$ cat config.mk
export PLATFORM = sky130hd
export DESIGN_NAME = sram_23k640_ctrl
export DESIGN_NICKNAME = d
export VERILOG_FILES = /design/src/rtl/sram_23k640_pkg.sv /design/src/rtl/sram_23k640_sck_gen.sv /design/src/rtl/sram_23k640_ctrl.sv
export SDC_FILE = /design/constraint.sdc
export NUM_CORES = 1
export LEC_CHECK = 0
export BUFFER_PORTS_ARGS = -buffer_cell sky130_fd_sc_hd__buf_2
export CAP_MARGIN = 5
export CORE_ASPECT_RATIO = 0.7
export CORE_MARGIN = 5
export CORE_UTILIZATION = 35
export DETAILED_ROUTE_END_ITERATION = 16
export PLACE_DENSITY_LB_ADDON = 0.25
export SYNTH_ARGS = -nofsm -noshare
export SYNTH_HDL_FRONTEND = slang
export SYNTH_HIERARCHICAL = 1
export SYNTH_SLANG_ARGS = --single-unit
export TNS_END_PERCENT = 1
$ cat constraint.sdc
create_clock -name i_clk -period 2.8 [get_ports i_clk]
set_input_delay 0.42 -clock i_clk [delete_from_list [all_inputs] [get_ports i_clk]]
set_output_delay 0.42 -clock i_clk [all_outputs]
set_load 0.02 [all_outputs]
$ cat src/rtl/sram_23k640_pkg.sv
// ---------------------------------------------------------------------------
// sram_23k640_pkg
// Shared definitions for the 23K640 SPI SRAM responder controller:
//   - SPI opcodes for byte-mode READ / WRITE
//   - frame length in bits (opcode + 16-bit address + data byte)
//   - controller FSM state encoding
//   - helper that assembles the 32-bit frame shifted out on SI
// ---------------------------------------------------------------------------
package sram_23k640_pkg;

   localparam logic [7:0] OP_READ   = 8'h03;
   localparam logic [7:0] OP_WRITE  = 8'h02;
   localparam int         FRAME_LEN = 32;
   localparam int         CLK_DIV_W = 8;

   typedef enum logic [2:0] {
      IDLE,
      LEAD,
      SHIFT,
      TRAIL,
      RECOVER
   } state_t;

   // Read frames send a zero byte in the data slot while the device drives SO.
   function automatic logic [31:0] build_frame(input logic       rd_n_wr,
                                               input logic [15:0] addr,
                                               input logic [7:0]  wdata);
      logic [7:0] opcode;
      logic [7:0] data;
      opcode = rd_n_wr ? OP_READ : OP_WRITE;
      data   = rd_n_wr ? 8'h00 : wdata;
      return {opcode, addr, data};
   endfunction

endpackage

$ cat src/rtl/sram_23k640_sck_gen.sv
// ---------------------------------------------------------------------------
// sram_23k640_sck_gen
// SPI clock divider: while enabled, toggles a registered SCK every p_clk_div
// i_clk cycles. When disabled the divider is held at zero and SCK low, so the
// first enabled cycle always starts a fresh low half-period.
// Ports:
//   i_clk   clock
//   i_rst   asynchronous active-high reset
//   i_en    run the divider (SHIFT phase)
//   o_sck   registered SPI clock, idles low
//   o_rise  strobe: SCK goes high at the next i_clk edge
//   o_fall  strobe: SCK goes low at the next i_clk edge
// ---------------------------------------------------------------------------
module sram_23k640_sck_gen
   import sram_23k640_pkg::*;
#(
   parameter int p_clk_div = 2
) (
   input  logic i_clk,
   input  logic i_rst,
   input  logic i_en,
   output logic o_sck,
   output logic o_rise,
   output logic o_fall
);

   localparam logic [CLK_DIV_W-1:0] c_div_last = CLK_DIV_W'(p_clk_div - 1);

   logic [CLK_DIV_W-1:0] cnt_q;
   logic [CLK_DIV_W-1:0] cnt_d;
   logic                 sck_q;
   logic                 sck_d;
   logic                 wrap;

   // Half-period counter 0..D-1; SCK toggles when it wraps.
   always_comb begin
      wrap  = i_en && (cnt_q == c_div_last);
      cnt_d = '0;
      sck_d = 1'b0;
      if (i_en) begin
         cnt_d = wrap ? '0 : cnt_q + 1'b1;
         sck_d = wrap ? ~sck_q : sck_q;
      end
   end

   always_ff @(posedge i_clk or posedge i_rst) begin
      if (i_rst) begin
         cnt_q <= '0;
         sck_q <= 1'b0;
      end else begin
         cnt_q <= cnt_d;
         sck_q <= sck_d;
      end
   end

   assign o_sck  = sck_q;
   assign o_rise = wrap & ~sck_q;
   assign o_fall = wrap & sck_q;

endmodule

$ cat src/rtl/sram_23k640_ctrl.sv
// ---------------------------------------------------------------------------
// sram_23k640_ctrl
// Responder for one 23K640 SPI SRAM. Accepts a single-byte read/write request
// with a valid/accept handshake, runs one SPI mode-0 byte-mode frame
// (CMD, ADDR16, DATA8), then pulses ready (with read data for reads).
// Ports:
//   i_clk, i_rst          clock, asynchronous active-high reset
//   i_valid / o_accept    request handshake (accept is combinational in IDLE)
//   i_rd_n_wr, i_addr,    request fields, captured only in the accept cycle
//   i_wdata
//   o_ready               1-cycle pulse when the frame has completed
//   o_rdata               last byte read; changes only on read completion
//   o_cs_n, o_sck, o_si   registered SPI outputs to the device
//   i_so                  SPI data from the device
// Phase lengths, D = p_clk_div: LEAD D cycles (CS setup), SHIFT 64 SCK
// half-periods, TRAIL D cycles (CS hold), RECOVER D cycles (CS high).
// ---------------------------------------------------------------------------
module sram_23k640_ctrl
   import sram_23k640_pkg::*;
#(
   parameter int p_clk_div = 2
) (
   input  logic        i_clk,
   input  logic        i_rst,
   input  logic        i_valid,
   output logic        o_accept,
   input  logic        i_rd_n_wr,
   input  logic [15:0] i_addr,
   input  logic [7:0]  i_wdata,
   output logic        o_ready,
   output logic [7:0]  o_rdata,
   output logic        o_cs_n,
   output logic        o_sck,
   output logic        o_si,
   input  logic        i_so
);

   localparam logic [CLK_DIV_W-1:0] c_div_last = CLK_DIV_W'(p_clk_div - 1);
   localparam logic [4:0]           c_bit_last = 5'(FRAME_LEN - 1);

   state_t               state_q,  state_d;
   logic [CLK_DIV_W-1:0] wait_q,   wait_d;
   logic [4:0]           bit_q,    bit_d;
   logic [31:0]          frame_q,  frame_d;
   logic [7:0]           rx_q,     rx_d;
   logic [7:0]           rdata_q,  rdata_d;
   logic                 rd_q,     rd_d;
   logic                 ready_q,  ready_d;
   logic                 cs_n_q,   cs_n_d;
   logic                 sample_q, sample_d;
   logic                 accept;
   logic                 sck_rise;
   logic                 sck_fall;

   sram_23k640_sck_gen #(
      .p_clk_div (p_clk_div)
   ) u_sck_gen (
      .i_clk  (i_clk),
      .i_rst  (i_rst),
      .i_en   (state_q == SHIFT),
      .o_sck  (o_sck),
      .o_rise (sck_rise),
      .o_fall (sck_fall)
   );

   // Next-state and datapath. SI is the frame MSB, so shifting the frame on
   // each SCK fall moves SI exactly when SCK drops. SO is sampled at the end
   // of the first SCK-high cycle (sample_q), giving the device a full
   // half-period after its falling-edge update. All 32 SO bits are shifted
   // into rx, so only the data byte remains there at the end of SHIFT.
   always_comb begin
      state_d  = state_q;
      wait_d   = wait_q;
      bit_d    = bit_q;
      frame_d  = frame_q;
      rx_d     = rx_q;
      rdata_d  = rdata_q;
      rd_d     = rd_q;
      ready_d  = 1'b0;
      accept   = 1'b0;
      sample_d = sck_rise;

      if (sample_q) begin
         rx_d = {rx_q[6:0], i_so};
      end

      case (state_q)
         IDLE: begin
            if (i_valid) begin
               accept  = 1'b1;
               frame_d = build_frame(i_rd_n_wr, i_addr, i_wdata);
               rd_d    = i_rd_n_wr;
               wait_d  = '0;
               bit_d   = '0;
               state_d = LEAD;
            end
         end
         LEAD: begin
            if (wait_q == c_div_last) begin
               wait_d  = '0;
               state_d = SHIFT;
            end else begin
               wait_d = wait_q + 1'b1;
            end
         end
         SHIFT: begin
            if (sck_fall) begin
               frame_d = {frame_q[30:0], 1'b0};
               if (bit_q == c_bit_last) begin
                  state_d = TRAIL;
               end else begin
                  bit_d = bit_q + 1'b1;
               end
            end
         end
         TRAIL: begin
            if (wait_q == c_div_last) begin
               wait_d  = '0;
               ready_d = 1'b1;
               if (rd_q) begin
                  rdata_d = rx_q;
               end
               state_d = RECOVER;
            end else begin
               wait_d = wait_q + 1'b1;
            end
         end
         RECOVER: begin
            if (wait_q == c_div_last) begin
               wait_d  = '0;
               state_d = IDLE;
            end else begin
               wait_d = wait_q + 1'b1;
            end
         end
         default: begin
            state_d = IDLE;
         end
      endcase

      // Chip select follows the next state so it is registered yet lands in
      // the first cycle of LEAD and releases in the first cycle of RECOVER.
      cs_n_d = !((state_d == LEAD) || (state_d == SHIFT) || (state_d == TRAIL));
   end

   // State and datapath registers; reset aborts any frame immediately.
   always_ff @(posedge i_clk or posedge i_rst) begin
      if (i_rst) begin
         state_q  <= IDLE;
         wait_q   <= '0;
         bit_q    <= '0;
         frame_q  <= '0;
         rx_q     <= '0;
         rdata_q  <= '0;
         rd_q     <= 1'b0;
         ready_q  <= 1'b0;
         cs_n_q   <= 1'b1;
         sample_q <= 1'b0;
      end else begin
         state_q  <= state_d;
         wait_q   <= wait_d;
         bit_q    <= bit_d;
         frame_q  <= frame_d;
         rx_q     <= rx_d;
         rdata_q  <= rdata_d;
         rd_q     <= rd_d;
         ready_q  <= ready_d;
         cs_n_q   <= cs_n_d;
         sample_q <= sample_d;
      end
   end

   assign o_accept = accept & ~i_rst;
   assign o_ready  = ready_q;
   assign o_rdata  = rdata_q;
   assign o_cs_n   = cs_n_q;
   assign o_si     = frame_q[31];

endmodule

## After elaboration in Yosys (flattened, before gate mapping)

Cells that the tools add are included.
Widths: inputs -> output; s select.

| word-level totals | value |
|---|---|
| register bits | 77 |
| input bits | 29 |
| logic and storage cells | 74 |

| operators by class | value |
|---|---|
| add/sub/neg operators | 3 |
| equality and inequality tests | 14 |
| multiplexer cells | 27 |
| bitwise logic cells | 5 |
| reductions and logical operators | 13 |

Operators by type and width:

| kind | count |
|---|---|
| $mux 32 | 2 |
| $pmux 32 s2 | 1 |
| $mux 8 | 5 |
| $mux 3 | 6 |
| $add 8x1->8 const B | 2 |
| $eq 8x1->1 const B | 2 |
| $pmux 8 s2 | 1 |
| $mux 5 | 3 |
| $pmux 3 s5 | 1 |
| $eq 3x2->1 const B | 4 |
| $pmux 5 s2 | 1 |
| $ne 2x2->1 const B | 4 |
| $mux 1 | 7 |
| $eq 3x1->1 const B | 2 |
| $reduce_and 3->1 | 2 |
| $add 5x1->5 const B | 1 |
| $eq 5x5->1 const B | 1 |
| $reduce_and 2->1 | 2 |
| $reduce_and 4->1 | 1 |
| $reduce_bool 2->1 | 2 |
| $and 1x1->1 | 3 |
| $eq 3x3->1 const B | 1 |
| $logic_not 3->1 | 1 |
| $reduce_or 3->1 | 1 |
| 4 further kinds | 6 |

## Logic depth before layout (Yosys ltp)

| logic depth | value |
|---|---|
| word-level depth | 9 |
| gate-level depth with buffers | 12 |
| depth with buffers taken out | 7 |

## Cells and area by module

The synthesis kept the hierarchy.

By module, submodules not included:

| module | instances | cells each | area an instance (sq um) |
|---|---|---|---|
| sram_23k640_ctrl | 1 | 289 | 3203.1 |
| sram_23k640_sck_gen | 1 | 47 | 446.7 |

## Worst setup path before layout

No wires, ideal clock.

| path | value |
|---|---|
| path type | input -> output |
| start | input port i_rst |
| end | output port o_accept |
| arrival | 2.242 ns |
| required time | 2.380 ns |
| slack | 0.138 ns |
| stages on the path | 2 |
| buffers on the path | 0 |
| path through | inv_1 > and2_1 |

| between the ends | value |
|---|---|
| longest elaborated chain between the ends | 2 |

RTL lines:

| what | RTL line | text |
|---|---|---|
| start, declared | sram_23k640_ctrl.sv:24 | `input logic i_rst,` |
| $not 1->1 | sram_23k640_ctrl.sv:173 | `assign o_accept = accept & ~i_rst;` |
| $and 1x1->1 | sram_23k640_ctrl.sv:173 |  |
| end, declared | sram_23k640_ctrl.sv:26 | `output logic o_accept,` |

Every way passes these cells.

## Worst setup path in the final report

| path | value |
|---|---|
| start | register u_sck_gen.cnt_q[0] |
| end | register frame_q[10] |

| between the ends | value |
|---|---|
| longest elaborated chain between the ends | 5 |

RTL lines:

| what | RTL line | text |
|---|---|---|
| start, declared | sram_23k640_sck_gen.sv:29 | `logic [CLK_DIV_W-1:0] cnt_q;` |
| start signal, assigned | sram_23k640_sck_gen.sv:51 | `cnt_q <= cnt_d;` |
| $eq 8x1->1 | sram_23k640_sck_gen.sv:37 | `wrap = i_en && (cnt_q == c_div_last);` |
| $logic_and 1x1->1 | sram_23k640_sck_gen.sv:37 |  |
| $and 1x1->1 | sram_23k640_sck_gen.sv:58 | `assign o_fall = wrap & sck_q;` |
| named net sck_fall | sram_23k640_ctrl.sv:53 | `logic sck_fall;` |
| $ne 2x2->1 (no line) | -- |  |
| $reduce_and 3->1 (no line) | -- |  |
| end signal, assigned | sram_23k640_ctrl.sv:163 | `frame_q <= frame_d;` |
| end, declared | sram_23k640_ctrl.sv:44 | `logic [31:0] frame_q, frame_d;` |

The timed path passes the listed nets, and every way through them passes these cells.
A chain may end at the register's enable or synchronous reset.

==> summary.txt <==
Setup path
  • R2r endpoint: frame_q[10]
  • R2R Setup Slk: 290 ps
  • CP Capture Type: register
  • Worst EP required: 3060 ps
  • CP Launch Type: register
  • Crit path max fanout: 49
  • R2R depth: 8
  • Worst-path cell chain: ha_1, or4b_4, nor4_1, buf_4, a21oi_4, buf_4, nand2_1, o21ai_2
  • RR Startpoint: u_sck_gen/cnt_q[0]
  • Max incr delay on CP: 850 ps
  • Worst EP arrival: 2770 ps
  • Worst path slowest cell: a21oi_4
  • Critical path class: register to register
  • Cell mode on critical path: buf_4

STA
  • Slew @ Worst Pin: 1090 ps
  • Setup violators final: 0
  • Final Hold Violating Endpoints: 0
  • Worst rel slew slack: 26.9%
  • Slack of the critical path: 288 ps
  • Achievable Freq: 398 MHz
  • Setup Skew: 5.15 ps
  • Final Slew Violations: 0
  • Setup TNS: 0 ps
  • Post-route clock period utilization: 89.7%
  • Period minus WS final: 2510 ps
  • RSZ-0062 raised after global routing: no

Layout
  • N_diodes: 0
  • Layout cell share with drive strength beyond 1: 24.4%
  • Filler cells: 981
  • Layout area overhead: 17.3%
  • Nets: 416
  • Final Core Density: 41.7%

Pwr
  • Power per cell area: 573 nW/um^2
  • Leakage power: 1.98 nW
  • Int Power: 0.00195 W
  • Sequential share of power: 46.7%
  • Worst IR Drop VDD: 273 uV
  • P_sw: 0.000507 W
  • Net Sw Frac: 20.7%
  • Gate power share: 3.2%
  • Pwr Total: 0.00245 W
  • Power share of the clock group: 50.1%

Global route
  • Vias in the first global route: 2525
  • Initial antenna violation count: 0
  • Largest net degree at the start of global routing: 69
  • Overflow after GRT: 0
  • Total routing usage reported by global routing: 11.8%
  • First-pass GRT wire length: 11.9 mm

Floorplanning
  • IO Count: 42
  • Rows: 31
  • Die Y-Extent: 95.4 um
  • Placeable Area: 10300 um^2
  • DIE AREA: 12600 um^2
  • Effective utilization at floorplan: 35.5%
  • Die Wd: 132 um

Clock network
  • Max clock buf depth: 2
  • Reg clk slew, reported paths: 60 ps
  • CTS tree: done
  • CTS H-tree lvls: 3
  • CTS Buf Count: 9
  • Clock root buffer: clkbuf_16
  • Total clock sinks: 77
  • Clock Latency Late Sink: 330 ps
  • Postcts setup bufs: 0
  • Post-CTS Hold Fix Bufs: 0
  • Post-CTS sizing: 0

Hold path
  • Worst hold path class: input port to async pin

Logic synthesis
  • Seq/Total Area, Yosys: 52.8%
  • Synth top cells by count: dfrtp_1, nand2_1, mux2i_1, o21ai_0, mux2_2
  • Synth area leaders: dfrtp_1, mux2_2, mux2i_1
  • Post-synth top area share: 52.1%
  • Count leader, synth: dfrtp_1
  • Syn nets: 371
  • Netlist Area Pre-Place: 3650 um^2
  • Synth warnings: 6
  • Top FF cell, synth: dfrtp_1
  • Average cell area after synthesis: 10.9 um^2
  • Syn Inst Count: 336
  • Cell type contributing the most total cell area after synthesis: dfrtp_1
  • Number of synthesized flops with an enable pin: 0
  • Netlist cell types: 49
  • Ys async rst share: 100%
  • FF+latch count, synth: 77

Routing
  • WL/cell: 13.3 um
  • Final WL: 6.88 mm
  • Vias per cell: 4.79
  • Vias post-DR: 2482
  • Final routed DRC violation total: 0
  • Initial DRC Count: 141
  • ANT nets after route: 0
  • Pre-antenna DRT Iters: 4

Flow run
  • Max_cap viols: 0

Placed design
  • Final HPWL DP: 4.60 mm
  • I/O Buffers: 41
  • Gpl congestion: 0.778
  • Setup slack at placement: 283 ps

Status
  • Outcome: complete, no violations
## worst max-delay path: cells and delay by family, from the launching register on
kind | cells | cell delay (ps)
AO/OA/AOI/OAI | 2 | 900
buffers and inverters | 2 | 520
flip-flops | 1 | 430
AND/OR/NAND/NOR | 3 | 360
adder cells (fa/ha/maj) | 1 | 210
## cells in the final DEF, fill, tap and decap left out, types with 2 or more instances in the layout
cell        count
clkbuf_16       9
nand2_1        40
and2_1          3
nor2_1         16
mux2_2         17
ha_1            6
o21ai_1        16
a21o_1         11
o21ai_0        18
nand3_1         7
bufinv_16       2
nor4_1          4
xor2_1          4
buf_4           9
nor2b_1         2
buf_2          41
dfrtp_1        76
o21ai_2         2
nor3b_1         2
and3_1          4
clkinvlp_4      3
nand4_1         4
xnor2_1         2
nand3b_1        9
nand2b_1        3
or3_1           5
or3b_1          2
mux2i_1        18
o22ai_1         3
inv_1          10
a21oi_1        14
nor3_1          3
a31oi_1         2
## worst max-delay path by stage
stage                             end  slack, ps  cells after the start               start
after global placement    frame_q[13]        320                      7  u_sck_gen/cnt_q[0]
after CTS                  frame_q[8]        260                      8  u_sck_gen/cnt_q[0]
after floorplan              o_accept        140                      2               i_rst
after global routing      frame_q[11]         40                      9  u_sck_gen/cnt_q[1]
final                     frame_q[10]        290                      8  u_sck_gen/cnt_q[0]
after detailed placement  frame_q[15]        280                      8  u_sck_gen/cnt_q[0]
## area by class of cell
type | count | area [um^2] | area share, %
multi-input cells | 231 | 1550 | 36.2
clock inverters | 6 | 87.6 | 2.05
flip-flops and latches | 77 | 1930 | 45.0
well taps | 132 | 165 | 3.86
clock buffers | 10 | 229 | 5.35
repair buffers | 50 | 273 | 6.37
inverters | 12 | 50.0 | 1.17
## routing by layer
metal | vias up | track usage, % | share of wire [%]
met1 | 1168 | 15.3 | 51
li1 | 1270 | - | -
met2 | 35 | 18.5 | 43
met3 | 9 | 4.43 | 4.6
met5 | - | 0 | 0
met4 | 0 | 3.60 | 1.2
## power by group through the flow
stage	clock, W	sequential (W)	combinational, W
final	0.00123	0.00115	0.0000795
after global routing	0.00130	0.00115	0.0000942
after CTS	0.00127	0.00115	0.0000831
after detailed placement	0	0.00117	0.0000833
after global placement	0	0.00117	0.0000814
after floorplan	0	0.00116	0.0000464
## registers in the layout (all words and copies together) (netlist names), 3 cells and up
signal,count
rx_q,8
frame_q,32
u_sck_gen/cnt_q,8
wait_q,8
o_rdata,8
bit_q,5
state_q,3
## metrics by stage
| step | cell area [um^2] | hold WS [ps] | std cells |
|---|---|---|---|
| floorplan | 3650 | 248 | 336 |
| global placement | 3970 | 423 | 502 |
| detailed placement | 3970 | 424 | 502 |
| CTS | 4280 | 67.2 | 518 |
| global route | 4280 | 97.3 | 518 |
| finish | 4280 | 60.8 | 518 |
## cell families (layout without fill, tap and decap cells)
| kind of cell | count (synthesis) | after routing | share of synthesized area [%] |
|---|---|---|---|
| AOI/OAI and AO/OA | 74 | 74 | 12.4 |
| muxes | 35 | 35 | 10.2 |
| buffers and inverters | 28 | 78 | 4.73 |
| and+or+nand+nor | 110 | 110 | 16.4 |
| DFF | 77 | 77 | 52.8 |
| xor gates and xnor gates | 6 | 6 | 1.44 |
| adders and majority gates | 6 | 6 | 2.06 |
Power figures use the tool's default switching activity.
